--- src/rtl/pool_pkg.sv ---
// Shared types and defaults for the 2x2/stride-2 max-pool scheduler.
// max2 works on a wide word so callers of any data width can share it.
package pool_pkg;

  typedef enum logic [1:0] {
    IDLE     = 2'd0,
    EVEN_ROW = 2'd1,
    ODD_ROW  = 2'd2,
    DONE     = 2'd3
  } state_t;

  localparam int DEF_DW = 16;
  localparam int DEF_W  = 8;
  localparam int DEF_H  = 8;
  localparam int DEF_AW = 4;
  localparam int MAX_DW = 64;

  function automatic logic [MAX_DW-1:0] max2(input logic [MAX_DW-1:0] a,
                                             input logic [MAX_DW-1:0] b);
    return (a > b) ? a : b;
  endfunction

endpackage

--- src/rtl/pool2_sched_if.sv ---
// Stream bundle between the conv engine, the pool scheduler and the feature-map buffer.
// Input side: a sample moves on a rising edge where in_valid && in_ready; out_valid is a one-cycle pulse with no back-pressure.
interface pool2_sched_if #(
   parameter int DW = 16,
   parameter int AW = 4
) ();
   logic          start;
   logic          in_valid;
   logic [DW-1:0] in_data;
   logic          in_ready;
   logic          out_valid;
   logic [DW-1:0] out_data;
   logic [AW-1:0] out_addr;
   logic          busy;
   logic          done;

   modport master (
      output start, in_valid, in_data,
      input  in_ready, out_valid, out_data, out_addr, busy, done
   );

   modport slave (
      input  start, in_valid, in_data,
      output in_ready, out_valid, out_data, out_addr, busy, done
   );
endinterface

--- src/rtl/pool_line_buf.sv ---
// One-row line buffer: W entries of DW bits, one write port, one combinational read port.
module pool_line_buf #(
   parameter int DW = 16,
   parameter int W  = 8,
   parameter int CW = 3
) (
   input  logic          clk,
   input  logic          we,
   input  logic [CW-1:0] waddr,
   input  logic [DW-1:0] wdata,
   input  logic [CW-1:0] raddr,
   output logic [DW-1:0] rdata
);
   logic [DW-1:0] mem [W];

   always_ff @(posedge clk) begin
      if (we) mem[waddr] <= wdata;
   end

   // Combinational read so the odd-row compare sees lbuf[col] in the accept cycle.
   assign rdata = mem[raddr];
endmodule

--- src/rtl/pool2_sched.sv ---
// 2x2/stride-2 max-pool scheduler: buffers the even row, pools against the odd row,
// emits one max per window with its linear address, and pulses done at frame end.
module pool2_sched
   import pool_pkg::*;
#(
   parameter int DW = DEF_DW,
   parameter int W  = DEF_W,
   parameter int H  = DEF_H,
   parameter int AW = DEF_AW
) (
   input  logic         clk,
   input  logic         rst_n,
   pool2_sched_if.slave bus,
   output state_t       dbg_state
);
   localparam int CW = (W > 1) ? $clog2(W) : 1;
   localparam int RW = (H > 1) ? $clog2(H) : 1;

   state_t        state;
   logic [CW-1:0] col;
   logic [RW-1:0] row;
   logic [DW-1:0] pmax;
   logic [DW-1:0] lbuf_rd;
   logic [DW-1:0] out_data_q;
   logic [AW-1:0] out_addr_q;
   logic [AW-1:0] win_cnt;
   logic          in_ready_q, out_valid_q, busy_q, done_q;
   logic          accept, lbuf_we, last_col, last_row;

   function automatic logic [DW-1:0] max_dw(input logic [DW-1:0] a, input logic [DW-1:0] b);
      return DW'(max2(MAX_DW'(a), MAX_DW'(b)));
   endfunction

   assign accept   = bus.in_valid & in_ready_q;
   assign lbuf_we  = accept && (state == EVEN_ROW);
   assign last_col = (col == CW'(W - 1));
   assign last_row = (row == RW'(H - 1));

   pool_line_buf #(.DW(DW), .W(W), .CW(CW)) u_lbuf (
      .clk   (clk),
      .we    (lbuf_we),
      .waddr (col),
      .wdata (bus.in_data),
      .raddr (col),
      .rdata (lbuf_rd)
   );

   always_ff @(posedge clk or negedge rst_n) begin
      if (!rst_n) begin
         state       <= IDLE;
         col         <= '0;
         row         <= '0;
         pmax        <= '0;
         out_data_q  <= '0;
         out_addr_q  <= '0;
         win_cnt     <= '0;
         in_ready_q  <= 1'b0;
         out_valid_q <= 1'b0;
         busy_q      <= 1'b0;
         done_q      <= 1'b0;
      end else begin
         out_valid_q <= 1'b0;
         done_q      <= 1'b0;
         case (state)
            IDLE: begin
               if (bus.start) begin
                  col        <= '0;
                  row        <= '0;
                  pmax       <= '0;
                  win_cnt    <= '0;
                  in_ready_q <= 1'b1;
                  busy_q     <= 1'b1;
                  state      <= EVEN_ROW;
               end
            end
            EVEN_ROW: begin
               if (accept) begin
                  if (last_col) begin
                     col   <= '0;
                     row   <= row + 1'b1;
                     state <= ODD_ROW;
                  end else begin
                     col <= col + 1'b1;
                  end
               end
            end
            ODD_ROW: begin
               if (accept) begin
                  // Even column folds the left pair; odd column closes the window.
                  if (!col[0]) begin
                     pmax <= max_dw(lbuf_rd, bus.in_data);
                  end else begin
                     out_data_q  <= max_dw(pmax, max_dw(lbuf_rd, bus.in_data));
                     out_addr_q  <= win_cnt;
                     win_cnt     <= win_cnt + 1'b1;
                     out_valid_q <= 1'b1;
                  end
                  if (last_col) begin
                     col <= '0;
                     if (last_row) begin
                        in_ready_q <= 1'b0;
                        done_q     <= 1'b1;
                        state      <= DONE;
                     end else begin
                        row   <= row + 1'b1;
                        state <= EVEN_ROW;
                     end
                  end else begin
                     col <= col + 1'b1;
                  end
               end
            end
            DONE: begin
               busy_q <= 1'b0;
               state  <= IDLE;
            end
            default: state <= IDLE;
         endcase
      end
   end

   assign bus.in_ready  = in_ready_q;
   assign bus.out_valid = out_valid_q;
   assign bus.out_data  = out_data_q;
   assign bus.out_addr  = out_addr_q;
   assign bus.busy      = busy_q;
   assign bus.done      = done_q;
   assign dbg_state     = state;
endmodule
--- src/flat_wrapper.sv ---
// flat-port wrapper written by rule: the top's interface ports become plain ports
module pool2_sched_flat import pool_pkg::*;
#(
   parameter int DW = DEF_DW,
   parameter int W  = DEF_W,
   parameter int H  = DEF_H,
   parameter int AW = DEF_AW
)
  (clk, rst_n, dbg_state, bus_start, bus_in_valid, bus_in_data, bus_in_ready, bus_out_valid, bus_out_data, bus_out_addr, bus_busy, bus_done);
  pool2_sched_if #(.DW(DW), .AW(AW)) bus_i ();
  input  logic clk;
  input  logic rst_n;
  output state_t dbg_state;
  input wire logic [$bits(bus_i.start)-1:0] bus_start;
  input wire logic [$bits(bus_i.in_valid)-1:0] bus_in_valid;
  input wire logic [$bits(bus_i.in_data)-1:0] bus_in_data;
  output wire logic [$bits(bus_i.in_ready)-1:0] bus_in_ready;
  output wire logic [$bits(bus_i.out_valid)-1:0] bus_out_valid;
  output wire logic [$bits(bus_i.out_data)-1:0] bus_out_data;
  output wire logic [$bits(bus_i.out_addr)-1:0] bus_out_addr;
  output wire logic [$bits(bus_i.busy)-1:0] bus_busy;
  output wire logic [$bits(bus_i.done)-1:0] bus_done;
  assign bus_i.start = bus_start;
  assign bus_i.in_valid = bus_in_valid;
  assign bus_i.in_data = bus_in_data;
  assign bus_in_ready = bus_i.in_ready;
  assign bus_out_valid = bus_i.out_valid;
  assign bus_out_data = bus_i.out_data;
  assign bus_out_addr = bus_i.out_addr;
  assign bus_busy = bus_i.busy;
  assign bus_done = bus_i.done;
  pool2_sched #(.DW(DW), .W(W), .H(H), .AW(AW)) u_core (.clk(clk), .rst_n(rst_n), .bus(bus_i), .dbg_state(dbg_state));
endmodule
--- config.mk ---
export PLATFORM = sky130hd
export DESIGN_NAME = pool2_sched_flat
export DESIGN_NICKNAME = d
export VERILOG_FILES = /design/src/rtl/pool_pkg.sv /design/src/rtl/pool2_sched_if.sv /design/src/rtl/pool_line_buf.sv /design/src/rtl/pool2_sched.sv /design/src/flat_wrapper.sv
export SDC_FILE = /design/constraint.sdc
export NUM_CORES = 1
export LEC_CHECK = 0
export ABC_CLOCK_PERIOD_IN_PS = 6500
export BUFFER_PORTS_ARGS = -buffer_cell sky130_fd_sc_hd__buf_4
export CAP_MARGIN = 20
export CORE_ASPECT_RATIO = 0.6
export CORE_MARGIN = 1
export CORE_UTILIZATION = 55
export CTS_BUF_LIST = sky130_fd_sc_hd__clkbuf_4 sky130_fd_sc_hd__clkbuf_8 sky130_fd_sc_hd__clkbuf_16
export DETAILED_ROUTE_END_ITERATION = 12
export PLACE_DENSITY = 0.87
export SLEW_MARGIN = 15
export SYNTH_ARGS = -nofsm -noshare
export SYNTH_HDL_FRONTEND = slang
export SYNTH_SLANG_ARGS = --single-unit
--- constraint.sdc ---
create_clock -name clk -period 6.5 [get_ports clk]
set_input_delay 0.65 -clock clk [delete_from_list [all_inputs] [get_ports clk]]
set_output_delay 0.65 -clock clk [all_outputs]
set_load 0.005 [all_outputs]
Word-level counts from Yosys, hierarchy flattened --
Memory sizes are Yosys's and may differ from the RTL's. Index checks and enable logic that the tools add are counted.
Storage, ports and cells: register bits after elaboration 52, bits in latches 0, RAM bits 128, memory bits (read-only) 0, bits of input ports 20, output and inout port bits 26, logic and storage cells 90, memories kept 1
Memory list:
- u_core.u_lbuf.mem | depth 8, bits a word 16, read ports 1, clocked after Yosys merged registers in 0, wr ports 1, line pool_line_buf.sv:14 | logic [DW-1:0] mem [W];
Operators by class: $add $sub $neg 3, multiply operators 0, divide/modulo/power cells 0, order comparisons 2, equality and inequality tests 15, shift operators 0, multiplexer cells 42, bitwise operators 1, reductions and logical operators 15
Operators by type and width (number):
- $mux 16 | 5
- $gt 16x16->1 | 2
- $pmux 16 s2 | 1
- $mux 3 | 8
- $ne 2x1->1 const B | 7
- $mux 1 | 13
- $mux 2 | 6
- $mux 4 | 3
- $reduce_and 5->1 | 2
- $pmux 3 s3 | 1
- $pmux 2 s4 | 1
- $pmux 4 s2 | 1
- $reduce_and 4->1 | 2
- $reduce_and 7->1 | 1
- $add 3x1->3 const B | 2
- $eq 3x3->1 const B | 2
- $ne 2x2->1 const B | 3
- $pmux 3 s2 | 1
- $reduce_and 3->1 | 2
- $reduce_bool 2->1 | 3
- $add 4x1->4 const B | 1
- $eq 2x2->1 const B | 2
- $pmux 1 s2 | 2
- $reduce_bool 3->1 | 1
- 6 further kinds | 6

Depth between registers and ports, before layout --
Gate-level depths: netlist of the first run. An unclocked memory read counts as a cell.
depth in word-level cells 6, mapped depth 30, gate-level depth less buffers 24

Cells and area by module --
Synthesis of the first run repeated with hierarchy kept, for this count alone.
Second synthesis, totals: cells, all modules 570, area, all modules 8350.5 µm²
Modules (own cells, without submodules):
- pool_line_buf | times used 1, cells each 198, area an instance 4973.5 µm², sequential area each 3843.7 µm²
- pool2_sched | times used 1, cells each 372, area an instance 3377.0 µm², sequential area each 1301.2 µm²

Worst setup path before layout of the first run --
Ideal clock, no wire load.
kind flip-flop to flip-flop, start point reg u_core.col[2], end point reg u_core.out_data_q[9] (netlist: u_core.bus.out_data[9]), arrival 5.972 ns, setup slack 0.402 ns, cell stages (with the launch flop) 30, buffers on the path 7, clock period less this slack 6.098 ns, cell sequence dfrtp_1 > buf_6 > clkbuf_1 > clkbuf_1 > clkbuf_1 > mux2i_1 > nor3_1 > a221oi_1 > inv_1 > ha_1 > nand3_1 > nor4_2 > a21bo_2 > a31oi_4 > buf_2 > clkbuf_1 > nor2_1 > a21oi_1 > inv_1 > ha_1 > a21o_1 > a21o_1 > a211oi_1 > o21ai_0 > a211o_1 > a211oi_1 > o21ai_2 > buf_2 > a31oi_1 > a21oi_1
Between the ends: longest elaborated chain between the ends 5
RTL lines:
- start, declared | line pool2_sched.sv:20 | logic [CW-1:0] col;
- start signal, assigned | line pool2_sched.sv:83 | col <= col + 1'b1;
- start signal, assigned | line pool2_sched.sv:109 | col <= col + 1'b1;
- $mem_v2 8x16 *
- $gt 16x16->1 | line pool_pkg.sv:20 | return (a > b) ? a : b;
- $mux 16 * | line pool_pkg.sv:20
- $gt 16x16->1 | line pool_pkg.sv:20
- $mux 16 * | line pool_pkg.sv:20
- end signal, assigned | line pool2_sched.sv:93 | out_data_q <= max_dw(pmax, max_dw(lbuf_rd, bus.in_data));
- end, declared | line pool2_sched.sv:24 | logic [DW-1:0] out_data_q;
Mark *: on every way between the ends. The rest lies on a longest branch, timed or not. A chain may end at the register's enable or synchronous reset.

Worst setup path in the final report of the first run --
start point reg u_core.col[2], end point reg u_core.out_data_q[11] (netlist: u_core.bus.out_data[11])
The elaborated chain is that of the path after synthesis.

==> results of run 1 <==
[cells in the mapped netlist, types with 2 or more instances]
cell type / instances
a211o_1: 2
a211oi_1: 4
a21o_1: 15
a21oi_1: 34
a221oi_1: 18
a22o_1: 3
a22oi_1: 7
a31oi_1: 16
and2_1: 3
and3_1: 2
buf_1: 2
buf_2: 8
clkbuf_1: 19
dfrtp_1: 52
edfxtp_1: 128
ha_1: 39
inv_1: 32
inv_2: 3
mux2_2: 13
mux2_4: 3
mux2i_1: 29
mux4_2: 4
nand2_1: 56
nand3_1: 15
nand4_1: 7
nor2_1: 58
nor2b_1: 5
nor3_1: 7
nor4_2: 2
o211ai_1: 2
o21a_1: 3
o21ai_0: 43
o221ai_1: 4
o22ai_1: 5
or2_2: 2
xor2_1: 2
[state kept, by name, indices dropped and copies added (netlist names)]
| register | cells |
|---|---|
| u_core.bus.busy | 1 |
| u_core.row | 3 |
| u_core.u_lbuf.mem | 128 |
| u_core.pmax | 16 |
| u_core.bus.out_valid | 1 |
| u_core.bus.out_data | 16 |
| u_core.col | 3 |
| u_core.win_cnt | 4 |
| u_core.bus.in_ready | 1 |
| u_core.bus.done | 1 |
| u_core.dbg_state | 2 |
| u_core.bus.out_addr | 4 |
[cell usage in the layout, fill, tap and decap left out, types with 3 or more instances in the layout]
cell type,n
o221ai_1,4
a211oi_1,3
clkbuf_16,17
nor2b_1,5
inv_1,32
nor3_1,5
nor2_1,57
a21oi_1,34
dfrtp_1,51
a22o_1,3
mux4_2,4
a221oi_1,18
a22oi_1,7
o22ai_1,5
buf_4,67
inv_2,3
mux2i_1,29
nand2_1,56
nand3_1,15
inv_8,5
and2_1,3
a31oi_1,16
a21o_1,15
o21a_1,3
o21ai_0,43
nand4_1,7
mux2_2,13
edfxtp_1,128
ha_1,39
mux2_4,3
clkinv_8,3
inv_6,3
[metal layers]
layer  track usage (%)  vias up  share of wire (%)
met2              41.2      319                 46
met4              7.33        0                1.5
li1                  -     2617                  -
met1              38.5     2953                 42
met3              6.02       38                 11
met5                 0        -                  0
[per-stage QoR]
step           hold slack (ns)  area (um^2)
5_1_grt                  0.297         9590
3_3_place_gp             0.464         8930
3_5_place_dp             0.465         8930
6_report                 0.245         9590
4_1_cts                  0.272         9520
2_1_floorplan            0.354         8340
[power by group]
group	switching, mW	leakage [nW]	internal, mW
clock	0.499	0.282	0.515
sequential	0.00511	1.81	1.23
combinational	0.0868	1.73	0.0486
total	0.591	3.82	1.80
[layout make-up]
class | instances | area share [%]
well taps | 198 | 2.58
clock buffers | 17 | 4.44
clock inverters | 15 | 1.67
diodes | 1 | 0.0261
inverters | 35 | 1.37
multi-input cells | 420 | 31.0
flip-flops and latches | 180 | 53.7
repair buffers | 67 | 5.25
[logic make-up (layout without fill, tap and decap cells)]
group,count (synthesis),after routing
buf+inv,65,134
xor+xnor,3,3
mux,50,50
other cells,0,1
compound gates,165,165
flops,180,180
simple gates,162,162
fa+ha+maj,40,40
[critical path: stages (launching register included)]
cell      delay, ns
dfrtp_2        0.59
inv_2          0.21
nor2_1         0.48
a221oi_1       0.20
o21ai_0        0.52
ha_1           0.21
nand2_1        0.09
nor4_2         0.29
a21bo_2        0.28
a31oi_4        0.38
nor2_1         0.07
a21oi_1        0.21
inv_1          0.09
ha_1           0.30
a21o_1         0.16
a21o_1         0.17
a211oi_1       0.20
o21ai_0        0.12
a211o_1        0.33
nor2_1         0.43
a41oi_4        0.24
a31oi_1        0.33
a21oi_1        0.12
[path summary, 6_finish.rpt]
kind	start	end	slack (ns)	cells after the start
worst max register to register	u_core.col[2]$_DFFE_PN0P_	u_core.bus.out_data[11]$_DFFE_PN0P_	0.35	22
min in group clk	bus_in_data[15]	u_core.u_lbuf.mem[0][15]$_DFFE_PP_	0.48	1
worst max-delay path	u_core.col[2]$_DFFE_PN0P_	u_core.bus.out_data[11]$_DFFE_PN0P_	0.35	22
worst min-delay path	rst_n	u_core.dbg_state[1]$_DFFE_PN0P_	0.24	1
worst min register to register	u_core.bus.out_addr[3]$_DFFE_PN0P_	u_core.bus.out_addr[3]$_DFFE_PN0P_	0.48	2
max in group asynchronous	rst_n	u_core.col[2]$_DFFE_PN0P_	5.75	1
[what timing repair did]
| action | CTS | global route |
|---|---|---|
| gates resized for setup | 0 | 2 |
| buffers inserted | 0 | 7 |
| setup endpoints to repair | 0 | 15 |
| endpoints found under the hold margin | 0 | 0 |
==> results.yml, run 1 <==
power:
  vdd_ir_drop_max_mv: 0.177
  p_leak_nw: 3.82
  p_per_area_nw_per_um2: 249
  total_power_mw: 2.39
clock_tree:
  htreeDepth: 4
  cts_sinks: 180
  cts_buffers: 17
  cts-root-buf: "clkbuf_16"
  cts_tree: "done"
  clock_latency_ns: 0.43
  clockBufferDepth: 2
  path_clk_slew_ns: 0.08
  postCtsHoldBufs: 0
routing:
  ant_nets: 0
  avgViaCountPerCell: 6.35
  vias: 5927
  drtIter0Drc: 663
  wirelength_mm: 20.4
  drc: 0
  routedWlPerCell_um: 21.9
  firstDrtPassIters: 5
timing:
  slew_viol_final: 0
  setup_slack_ns: 0.349
  hold_violations: 0
  skew_ns: 0.0108
  period_share_pct: 94.6
  tns_ns: 0
  slew_headroom_pct: 26.2
  fmax_ghz: 0.163
  setup_viol: 0
  tightest_slew_ns: 1.11
  post-route-min-period_ns: 6.15
final_layout:
  drive_above_1_share_pct: 18.7
  layout.nets: 780
  seqCellArea_um2: 5150
  areaGrowthSynthToFinish_pct: 15.0
  fin_util_pct: 65.5
  multi_input_area_um2: 2970
  fillers: 1026
  stdcell_count: 933
global_route:
  grt_max_degree: 53
  grt_pass1_vias: 5713
  grt_overflow: 0
  grt.total_usage_pct: 26.8
  grt_pass1_wl_mm: 31.6
  antenna_found_initial: 1
critical_path:
  crit_path_end_kind: "flip-flop"
  crit_arrival_ns: 6.46
  cp_data_required_time_ns: 6.81
  worstSetupStartpointType: "flip-flop"
  critPathKind: "reg2reg"
  cp_max_fo: 25
synthesis:
  yosys.area_share.simple_pct: 8.70
  ys.flop_type: "edfxtp_1"
  yosysUniqueCellTypes: 54
  ys_seq_area_share_pct: 61.7
  synth-seq-cells: 180
  synthMuxAreaShare_pct: 6.99
  yosysWarnings: 0
  synth.net_count: 724
  synth-xor-area-share_pct: 0.315
  synth_edf_count: 128
  yosys.area_share.adder_pct: 5.99
  synth_area_leader_cell: "edfxtp_1"
  synth_compound_area_share_pct: 13.2
  async_flop_share_pct: 28.9
  synthCells: 665
  synth_top_family_by_area: "compound AO/OA/AOI/OAI gates"
  synth_top_area_share_pct: 46.1
  synth_top_cells_by_area: "edfxtp_1, dfrtp_1, ha_1"
  syn_avg_cell_area_um2: 12.5
  syn_area_um2: 8340
floorplan:
  die_w_um: 161
  coreArea_um2: 14600
  dieArea_um2: 15700
  io-pin-count: 46
  num_rows: 34
  initial_utilization_pct: 57.0
  fp.dieH_um: 97.4
placed_design:
  port_buffers: 45
  hpwl_mm: 13.4
  dp_slack_ns: 0.396
  gp_congestion: 0.905
  post-place-cells: 893
min_path:
  min_path_type: "in2async"
run:
  max_cap_viol_count: 0
status:
  outcome: "finished clean"
No activity file was read; power rests on OpenSTA's default activity.
==> run 2, diff against run 1 <==
Settings changed: ABC_CLOCK_PERIOD_IN_PS 6500 to 5600, SETUP_SLACK_MARGIN set to 0.02.
Clock period 6.5 ns to 5.6 ns, I/O delays scaled along.
==> run 2 against run 1 <==
Clock skew increased by 0.00084 ns. Via count grew 5.1%. Sequential power increased by 16%. Cell area up 5.3%. Critical endpoint is now u_core.bus.out_data[9]$_DFFE_PN0P_.
==> results.yml, run 2 (synthesis gave the netlist of run 1 again) <==
routing:
  avgViaCountPerCell: 6.54
  firstDrtPassIters: 5
  drc: 0
  vias: 6230
  drtIter0Drc: 920
  routedWlPerCell_um: 23.8
  wirelength_mm: 22.7
  ant_nets: 0
placed_design:
  gp_congestion: 0.909
  port_buffers: 45
  hpwl_mm: 13.7
final_layout:
  drive_above_1_share_pct: 25.5
  fin_util_pct: 69.0
  num_antenna_cells: 0
  layout_commonest_cell: "edfxtp_1"
  seqCellArea_um2: 5150
  layout.nets: 800
  largest_reg_flops: 128
  mostFrequentLayoutCells: "edfxtp_1, buf_4, nand2_1"
  fillers: 951
  areaGrowthSynthToFinish_pct: 21.1
  top_register: "u_core.u_lbuf.mem"
  multi_input_area_um2: 3210
critical_path:
  crit_family: "compound AO/OA/AOI/OAI gates"
  crit_buf_inv: 6
  cp_max_fo: 13
  critPathSlowestCell: "dfrtp_2"
  critPathKind: "reg2reg"
  worstSetupStartpointType: "flip-flop"
  max_stage_delay_ns: 0.47
  cp_common_cell: "buf_4"
  worstPathCellList: "buf_12 -> buf_4 -> clkbuf_16 -> mux2i_2 -> nor3_1 -> a221oi_2 -> inv_1 -> ha_1 -> nand3_1 -> nor4_2 -> a21bo_2 -> a31oi_4 -> buf_4 -> mux2i_2 -> ha_1 -> a21o_1 -> a211oi_2 -> o21ai_0 -> a211o_1 -> a211oi_4 -> buf_4 -> o21ai_4 -> a31oi_1 -> a21oi_1"
  crit_path_end_kind: "flip-flop"
  crit_arrival_ns: 5.87
  cp_data_required_time_ns: 5.92
timing:
  rsz0062_at_grt: "yes"
  slew_headroom_pct: 46.6
  fmax_ghz: 0.180
  post-route-min-period_ns: 5.54
  slew_viol_final: 0
  tns_ns: 0
  setup_viol: 0
  skew_ns: 0.0117
  holdWs_ns: 0.159
  tightest_slew_ns: 0.778
  hold_violations: 0
  period_share_pct: 99.0
floorplan:
  initial_utilization_pct: 57.0
  io-pin-count: 46
  coreArea_um2: 14600
  fp.dieH_um: 97.4
  die_w_um: 161
  num_rows: 34
  dieArea_um2: 15700
clock_tree:
  path_clk_slew_ns: 0.08
  htreeDepth: 4
  cts_tree: "done"
  cts_buffers: 17
  postCtsHoldBufs: 0
  cts_sinks: 180
  cts-root-buf: "clkbuf_16"
  clockBufferDepth: 2
  clock_latency_ns: 0.44
global_route:
  grt_max_degree: 53
  antenna_found_initial: 0
  grt_pass1_wl_mm: 33.3
  grt_overflow: 0
  grt_pass1_vias: 5943
  grt.total_usage_pct: 28.4
run:
  max_cap_viol_count: 0
power:
  vdd_ir_drop_max_mv: 0.234
  p_leak_nw: 4.01
  p_per_area_nw_per_um2: 281
status:
  outcome: "finished clean"
min_path:
  min_path_type: "in2async"
==> run 2: layout make-up <==
cell class	count	area share (%)
multi-input cells	423	31.8
inverters	35	1.38
clock buffers	17	4.21
flip-flops and latches	180	51.0
repair buffers	84	7.50
clock inverters	15	1.67
well taps	198	2.45
==> run 2: worst reg2reg max path: cells and delay by family, from the launching register on <==
kind / cells / cell delay [ns]
DFF: 1 / 0.47
muxes: 2 / 0.57
AOI/OAI and AO/OA: 11 / 2.35
and+or+nand+nor: 3 / 0.55
adders and majority gates: 2 / 0.62
buffers and inverters: 6 / 0.88
==> run 2: final timing paths <==
path / start / slack [ns] / to / depth (start not counted)
worst max-delay path: u_core.col[2]$_DFFE_PN0P_ / 0.06 / u_core.bus.out_data[9]$_DFFE_PN0P_ / 24
worst min-delay path: rst_n / 0.16 / u_core.row[1]$_DFFE_PN0P_ / 1
worst max register to register: u_core.col[2]$_DFFE_PN0P_ / 0.06 / u_core.bus.out_data[9]$_DFFE_PN0P_ / 24
worst min register to register: u_core.bus.out_addr[0]$_DFFE_PN0P_ / 0.49 / u_core.bus.out_addr[0]$_DFFE_PN0P_ / 2
max in group asynchronous: rst_n / 4.91 / u_core.col[1]$_DFFE_PN0P_ / 1
min in group clk: bus_in_data[15] / 0.38 / u_core.u_lbuf.mem[7][15]$_DFFE_PP_ / 1
==> run 2: through the flow <==
stage	std cells	setup slack, ns	total power, mW	cell area [um^2]
finish	952	0.0554	2.83	10100
global route	952	-0.124	2.89	10100
CTS	935	0.0284	2.80	9680
detailed placement	899	-0.0736	1.61	9020
global placement	899	0.168	1.61	9020
floorplan	665	0.0596	1.56	8360
==> run 2: repair_timing <==
| action | CTS | global route |
|---|---|---|
| setup endpoints to repair | 15 | 16 |
| resized for setup | 4 | 45 |
| buffers inserted | 2 | 12 |
| pin swaps | 1 | 19 |
| cloned | 2 | 4 |
==> run 2: report_power, final <==
group | total (mW) | internal (mW) | switching, mW
sequential | 1.44 | 1.43 | 0.00595
clock | 1.21 | 0.633 | 0.572
combinational | 0.189 | 0.0669 | 0.123
total | 2.83 | 2.13 | 0.701
==> run 2: layer usage <==
| metal | track usage [%] | wire [um] | vias to the layer above | part of all wire [%] |
|---|---|---|---|---|
| met5 | 0 | 0 | - | 0 |
| met4 | 9.72 | 496 | 0 | 2.2 |
| met3 | 7.47 | 2710 | 58 | 12 |
| met2 | 42.0 | 10200 | 435 | 45 |
| met1 | 40.9 | 9310 | 3075 | 41 |
| li1 | - | - | 2662 | - |
